`src/rtl/tsic_host.sv`:
```
// ----------------------------------------------------------------------------
// tsic_host
// Host-side serial initiator for the temperature-sensor IC command port.
// Sends a 16-bit command as two 8N1 bytes (high byte first) and assembles
// the IC's two-byte reply into a 16-bit response word. The transmitter and
// receiver are independent, so full-duplex traffic is legal.
//
// Ports:
//   clk          system clock
//   rst_n        asynchronous active-low reset
//   snd_cmd      one-cycle request to send cmd (ignored while busy)
//   cmd[15:0]    command word, captured when snd_cmd is accepted
//   clr_resp_rdy clears resp_rdy
//   RX           serial data from the IC (asynchronous)
//   TX           serial data to the IC, idle high, driven from a flop
//   cmd_snt      one-cycle pulse after the low byte's stop bit completes
//   busy         high while a command is being transmitted
//   resp[15:0]   last complete response word
//   resp_rdy     high when resp holds a new word
//   frm_err      one-cycle pulse on a received byte whose stop bit is 0
// ----------------------------------------------------------------------------
module tsic_host #(
    parameter int BAUD_DIV = 2604
) (
    input  logic        clk,
    input  logic        rst_n,
    input  logic        snd_cmd,
    input  logic [15:0] cmd,
    input  logic        clr_resp_rdy,
    input  logic        RX,
    output logic        TX,
    output logic        cmd_snt,
    output logic        busy,
    output logic [15:0] resp,
    output logic        resp_rdy,
    output logic        frm_err
);

    localparam int            CW        = $clog2(BAUD_DIV) + 1;
    localparam logic [CW-1:0] BAUD_LAST = CW'(BAUD_DIV - 1);
    // Preloading the counter makes the first sample land BAUD_DIV/2 clocks
    // after the edge detect while every sample uses the same terminal count.
    localparam logic [CW-1:0] RX_START  = CW'(BAUD_DIV - BAUD_DIV / 2);

    // ------------------------------------------------------------------
    // Transmitter
    // ------------------------------------------------------------------
    typedef enum logic [1:0] {IDLE, TX_HIGH, TX_LOW} tx_state_t;

    tx_state_t     state, state_nxt;
    logic [CW-1:0] tx_baud;
    logic [3:0]    tx_bit;     // 0 = start, 1..8 = data, 9 = stop
    logic [15:0]   cmd_q;
    logic          accept;
    logic          tx_bit_end;
    logic          tx_last;
    logic [7:0]    tx_byte;

    assign accept     = (state == IDLE) && snd_cmd;
    assign tx_bit_end = (tx_baud == BAUD_LAST);
    assign tx_last    = tx_bit_end && (tx_bit == 4'd9);
    assign tx_byte    = (state == TX_LOW) ? cmd_q[7:0] : cmd_q[15:8];
    assign busy       = (state != IDLE);

    // NOTE: sequential state uses non-blocking assignments so every flop
    // samples the pre-edge values regardless of statement order.
    always_ff @(posedge clk or negedge rst_n) begin
        if (!rst_n) state <= IDLE;
        else        state <= state_nxt;
    end

    // NOTE: next state defaults to the current state first, so no path
    // through the case can leave it unassigned and infer a latch.
    always_comb begin
        state_nxt = state;
        unique case (state)
            IDLE:    if (snd_cmd) state_nxt = TX_HIGH;
            TX_HIGH: if (tx_last) state_nxt = TX_LOW;
            TX_LOW:  if (tx_last) state_nxt = IDLE;
            default: state_nxt = IDLE;
        endcase
    end

    always_ff @(posedge clk or negedge rst_n) begin
        if (!rst_n) begin
            cmd_q   <= '0;
            tx_baud <= '0;
            tx_bit  <= '0;
            TX      <= 1'b1;
            cmd_snt <= 1'b0;
        end else begin
            cmd_snt <= 1'b0;
            if (accept) begin
                cmd_q   <= cmd;
                TX      <= 1'b0;          // start bit of the high byte
                tx_baud <= '0;
                tx_bit  <= '0;
            end else if (busy) begin
                if (!tx_bit_end) begin
                    tx_baud <= tx_baud + 1'b1;
                end else begin
                    tx_baud <= '0;
                    if (tx_bit == 4'd9) begin
                        tx_bit <= '0;
                        if (state == TX_HIGH) begin
                            TX <= 1'b0;   // low byte start, no idle gap
                        end else begin
                            TX      <= 1'b1;
                            cmd_snt <= 1'b1;
                        end
                    end else begin
                        tx_bit <= tx_bit + 1'b1;
                        // Bit tx_bit+1 carries data bit tx_bit, or stop after bit 8.
                        TX <= (tx_bit == 4'd8) ? 1'b1 : tx_byte[tx_bit[2:0]];
                    end
                end
            end
        end
    end

    // ------------------------------------------------------------------
    // Receiver
    // ------------------------------------------------------------------
    logic          rx_s1, rx_s2, rx_prev;
    logic          rx_active;
    logic [CW-1:0] rx_baud;
    logic [3:0]    rx_bit;
    logic [7:0]    rx_shift;
    logic [7:0]    hold;
    logic          ptr;        // 0 = expecting high byte, 1 = low byte
    logic          rx_sample;
    logic          byte_good;
    logic          word_done;

    assign rx_sample = rx_active && (rx_baud == BAUD_LAST);
    assign byte_good = rx_sample && (rx_bit == 4'd9) && rx_s2;
    assign word_done = byte_good && ptr;

    // NOTE: the synchronizer and edge history reset to 1 (line idle) so
    // leaving reset can never look like a start-bit falling edge.
    always_ff @(posedge clk or negedge rst_n) begin
        if (!rst_n) begin
            rx_s1   <= 1'b1;
            rx_s2   <= 1'b1;
            rx_prev <= 1'b1;
        end else begin
            rx_s1   <= RX;
            rx_s2   <= rx_s1;
            rx_prev <= rx_s2;
        end
    end

    always_ff @(posedge clk or negedge rst_n) begin
        if (!rst_n) begin
            rx_active <= 1'b0;
            rx_baud   <= '0;
            rx_bit    <= '0;
            rx_shift  <= '0;
            frm_err   <= 1'b0;
        end else begin
            frm_err <= 1'b0;
            if (!rx_active) begin
                if (rx_prev && !rx_s2) begin
                    rx_active <= 1'b1;
                    rx_baud   <= RX_START;
                    rx_bit    <= '0;
                end
            end else if (!rx_sample) begin
                rx_baud <= rx_baud + 1'b1;
            end else begin
                rx_baud <= '0;
                if (rx_bit == 4'd0) begin
                    if (rx_s2) rx_active <= 1'b0;   // false start
                    else       rx_bit    <= 4'd1;
                end else if (rx_bit == 4'd9) begin
                    rx_active <= 1'b0;
                    if (!rx_s2) frm_err <= 1'b1;
                end else begin
                    rx_shift <= {rx_s2, rx_shift[7:1]};
                    rx_bit   <= rx_bit + 1'b1;
                end
            end
        end
    end

    // Word assembly. A fresh command resynchronizes the byte pointer; a
    // completing word beats a simultaneous clear of resp_rdy.
    always_ff @(posedge clk or negedge rst_n) begin
        if (!rst_n) begin
            ptr      <= 1'b0;
            hold     <= '0;
            resp     <= '0;
            resp_rdy <= 1'b0;
        end else begin
            if (byte_good && !ptr) hold <= rx_shift;
            if (word_done)         resp <= {hold, rx_shift};

            if (accept)         ptr <= 1'b0;
            else if (byte_good) ptr <= ~ptr;

            if (word_done)                    resp_rdy <= 1'b1;
            else if (accept || clr_resp_rdy)  resp_rdy <= 1'b0;
        end
    end

endmodule
```
`config.mk`:
```
export PLATFORM = sky130hd
export DESIGN_NAME = tsic_host
export DESIGN_NICKNAME = d
export VERILOG_FILES = /design/src/rtl/tsic_host.sv
export SDC_FILE = /design/constraint.sdc
export NUM_CORES = 1
export LEC_CHECK = 0
export ABC_CLOCK_PERIOD_IN_PS = 2300
export CORE_ASPECT_RATIO = 1.2
export CORE_UTILIZATION = 45
export CTS_CLUSTER_SIZE = 8
export DETAILED_ROUTE_END_ITERATION = 16
export PLACE_DENSITY = 0.74
export RECOVER_POWER = 25
export SETUP_SLACK_MARGIN = 0.1
export SYNTH_ARGS = -nofsm -noshare
export SYNTH_HDL_FRONTEND = slang
export SYNTH_SLANG_ARGS = --single-unit
```
`constraint.sdc`:
```
create_clock -name clk -period 2.3 [get_ports clk]
set_input_delay 0.575 -clock clk [delete_from_list [all_inputs] [get_ports clk]]
set_output_delay 0.575 -clock clk [all_outputs]
set_load 0.005 [all_outputs]
```
==> flow_summary.toml <==
[status]
status = "completed"

[critical_path]
critPathCaptureType = "output port"
cp.arrival_ns = 1.54
crit_fanout = 7
path_class = "flip-flop to output port"
crit_required_ns = 1.73
slowest_delay_ns = 0.54
r2r_setup_slack_ns = 0.20
path_cells = "nor2_4 > inv_1 > clkdlybuf4s50_1"
start_kind = "flip-flop"
critPathSlowestCell = "clkdlybuf4s50_1"

[clocking]
clock_sinks = 93
clock_latency_ns = 0.35
numCtsBuffers = 9
cts_tree = "built"
path_clk_slew_ns = 0.07
root_buffer = "clkbuf_16"
cts_max_level = 3
cts_max_path_buffers = 2

[synthesis]
synth_area_um2 = 4363
synth_cell_types = 54
async_reset_ff_share_pct = 100.0
synth_largest_area_cell = "dfrtp_1"
yosys_warnings = 0
syn_inst = 382
avgSynthCellArea_um2 = 11.42
synth_top_cell_area_share_pct = 51.05
synthFlopType = "dfrtp_1"
synth_edf_count = 0
ys_ff_latch = 93
ys_seq_area_share_pct = 53.46
ys_top_cells_by_area = "dfrtp_1, mux2_2, o21ai_0, nand3_1, dfstp_2"
syn_nets = 408

[timing]
rsz0062_at_grt = "false"
period_needed_ns = 2.113
setup_viol = 0
fmax_mhz = 473.2
clock_skew_ns = 0.006646
hold-worst-slack_ns = 0.1669
tns_ns = 0
post-route-period-util_pct = 91.88
hold_violations = 0
slew_headroom_pct = 26.04
slew_viol_final = 0
worst_pin_slew_ns = 1.109

[layout]
area_delta_synth_final_pct = 21.74
final_util_pct = 56.11
stdcell_area_um2 = 5311
final_common_cell = "dfrtp_1"
drive_above_1_share_pct = 23.23
diodes = 0
final_cell_mix = "dfrtp_1, mux2_2, clkdlybuf4s50_1"
finalNetCount = 460

[run]
max_cap_viol_count = 0

[detailed_routing]
met2_length_mm = 4.369
via_count = 3168
drtAntennaViolNets = 0
viasPerCell = 5.637
dr_wl_met3_um = 315
finalWirelength_mm = 8.596
drtIter0Drc = 202
firstDrtPassIters = 4
top_layer = "met4"
drc_errors = 0
drt-wirelength-per-cell_um = 15.30
drt-met1-wl_mm = 3.761

[floorplan]
die_y_um = 109.9
die_x_um = 91.89
core-area_um2 = 9467
num_io_pins = 42
die_area_um2 = 10090
rows = 39
initial_core_util_pct = 46.09

[power_and_ir_drop]
ir_worst_vdd_mv = 0.4833
power_leakage_nw = 2.325
powerDensity_nw_per_um2 = 786.3

[place]
io_buffers = 41
gp_congestion = 0.8465
placed_area_um2 = 5000
hpwl_mm = 5.922

[hold_path]
hold_path_class = "input port to async pin"

[global_routing]
grt_util_all_layers_pct = 19.01
antenna_found_initial = 0
grt_pass1_wl_mm = 14.80
grt_pass1_vias = 3085
overflow = 0
grt_max_degree = 85
worst paths after layout:
| kind | start | depth (start not counted) | end |
|---|---|---|---|
| hold reg to reg | rx_s1 | 0 | rx_s2 |
| max in group asynchronous | rst_n | 2 | state[1] |
| hold / removal | rst_n | 1 | cmd_q[6] |
| setup reg to reg | rx_baud[0] | 7 | resp[4] |
| min in group clk | rx_s1 | 0 | rx_s2 |
| setup / recovery | state[0] | 3 | busy |
layer usage:
metal	global-route usage [%]	up-vias
met5	0	-
li1	-	1498
met1	24.18	1594
met4	8.705	0
met2	31.08	65
met3	4.357	11
logic make-up (layout without fill, tap and decap cells):
family / after synthesis / count (layout) / share of synthesized area [%]
AOI/OAI and AO/OA: 75 / 75 / 10.61
and+or+nand+nor: 123 / 123 / 16.06
xor gates and xnor gates: 5 / 5 / 1.004
muxes: 53 / 53 / 14.68
buffers and inverters: 28 / 85 / 2.753
adders and majority gates: 5 / 5 / 1.434
DFF: 93 / 93 / 53.46
what timing repair did:
item / CTS / global route
hold buffers: 0 / 0
pin swaps: 0 / 2
buffers inserted: 0 / 1
resized for setup: 2 / 6
endpoints found under the setup margin: 9 / 26
power by group:
| part | switching [mW] | internal (mW) | total, mW |
|---|---|---|---|
| logic | 0.304 | 0.337 | 0.642 |
| clock network | 0.690 | 0.760 | 1.45 |
| registers | 0.250 | 1.83 | 2.08 |
| total | 1.24 | 2.93 | 4.18 |
worst max-delay path: cells and delay by family (launching register included):
kind	cells	cell delay, ns
buf+inv	2	0.70
flops	1	0.43
simple gates	1	0.06
synth_stat cells, drive strengths merged, types with 5 or more instances:
library cell,number
o31ai,5
nor2,20
inv,12
nand2,27
ha,5
buf,7
dfrtp,89
nor3,8
mux2,48
clkbuf,9
nand3,22
or3,6
a21oi,14
o21ai,31
state kept, by name, indices dropped and copies added (netlist names):
| name | flops |
|---|---|
| TX | 1 |
| cmd_q | 16 |
| cmd_snt | 1 |
| frm_err | 1 |
| hold | 8 |
| ptr | 1 |
| resp | 16 |
| resp_rdy | 1 |
| rx_active | 1 |
| rx_baud | 13 |
| rx_bit | 4 |
| rx_prev | 1 |
| rx_s1 | 1 |
| rx_s2 | 1 |
| rx_shift | 8 |
| state | 2 |
| tx_baud | 13 |
| tx_bit | 4 |
area by class of cell:
type / count / area (um^2)
clock inverters: 7 / 65.06
repair buffers: 57 / 549.3
flip-flops and latches: 93 / 2335
clock buffers: 9 / 225.2
fillers: 777 / 4155
inverters: 12 / 45.04
well taps: 123 / 153.9
multi-input cells: 261 / 1938
through the flow:
stage	worst slack, ns	total power, mW	std cells
3_5_place_dp	0.09089	2.733	545
4_1_cts	0.1203	4.188	561
2_1_floorplan	0.2583	2.484	382
5_1_grt	0.08479	4.392	562
3_3_place_gp	0.2059	2.687	545
6_report	0.1867	4.176	562
No activity file was read; power rests on OpenSTA's default activity.
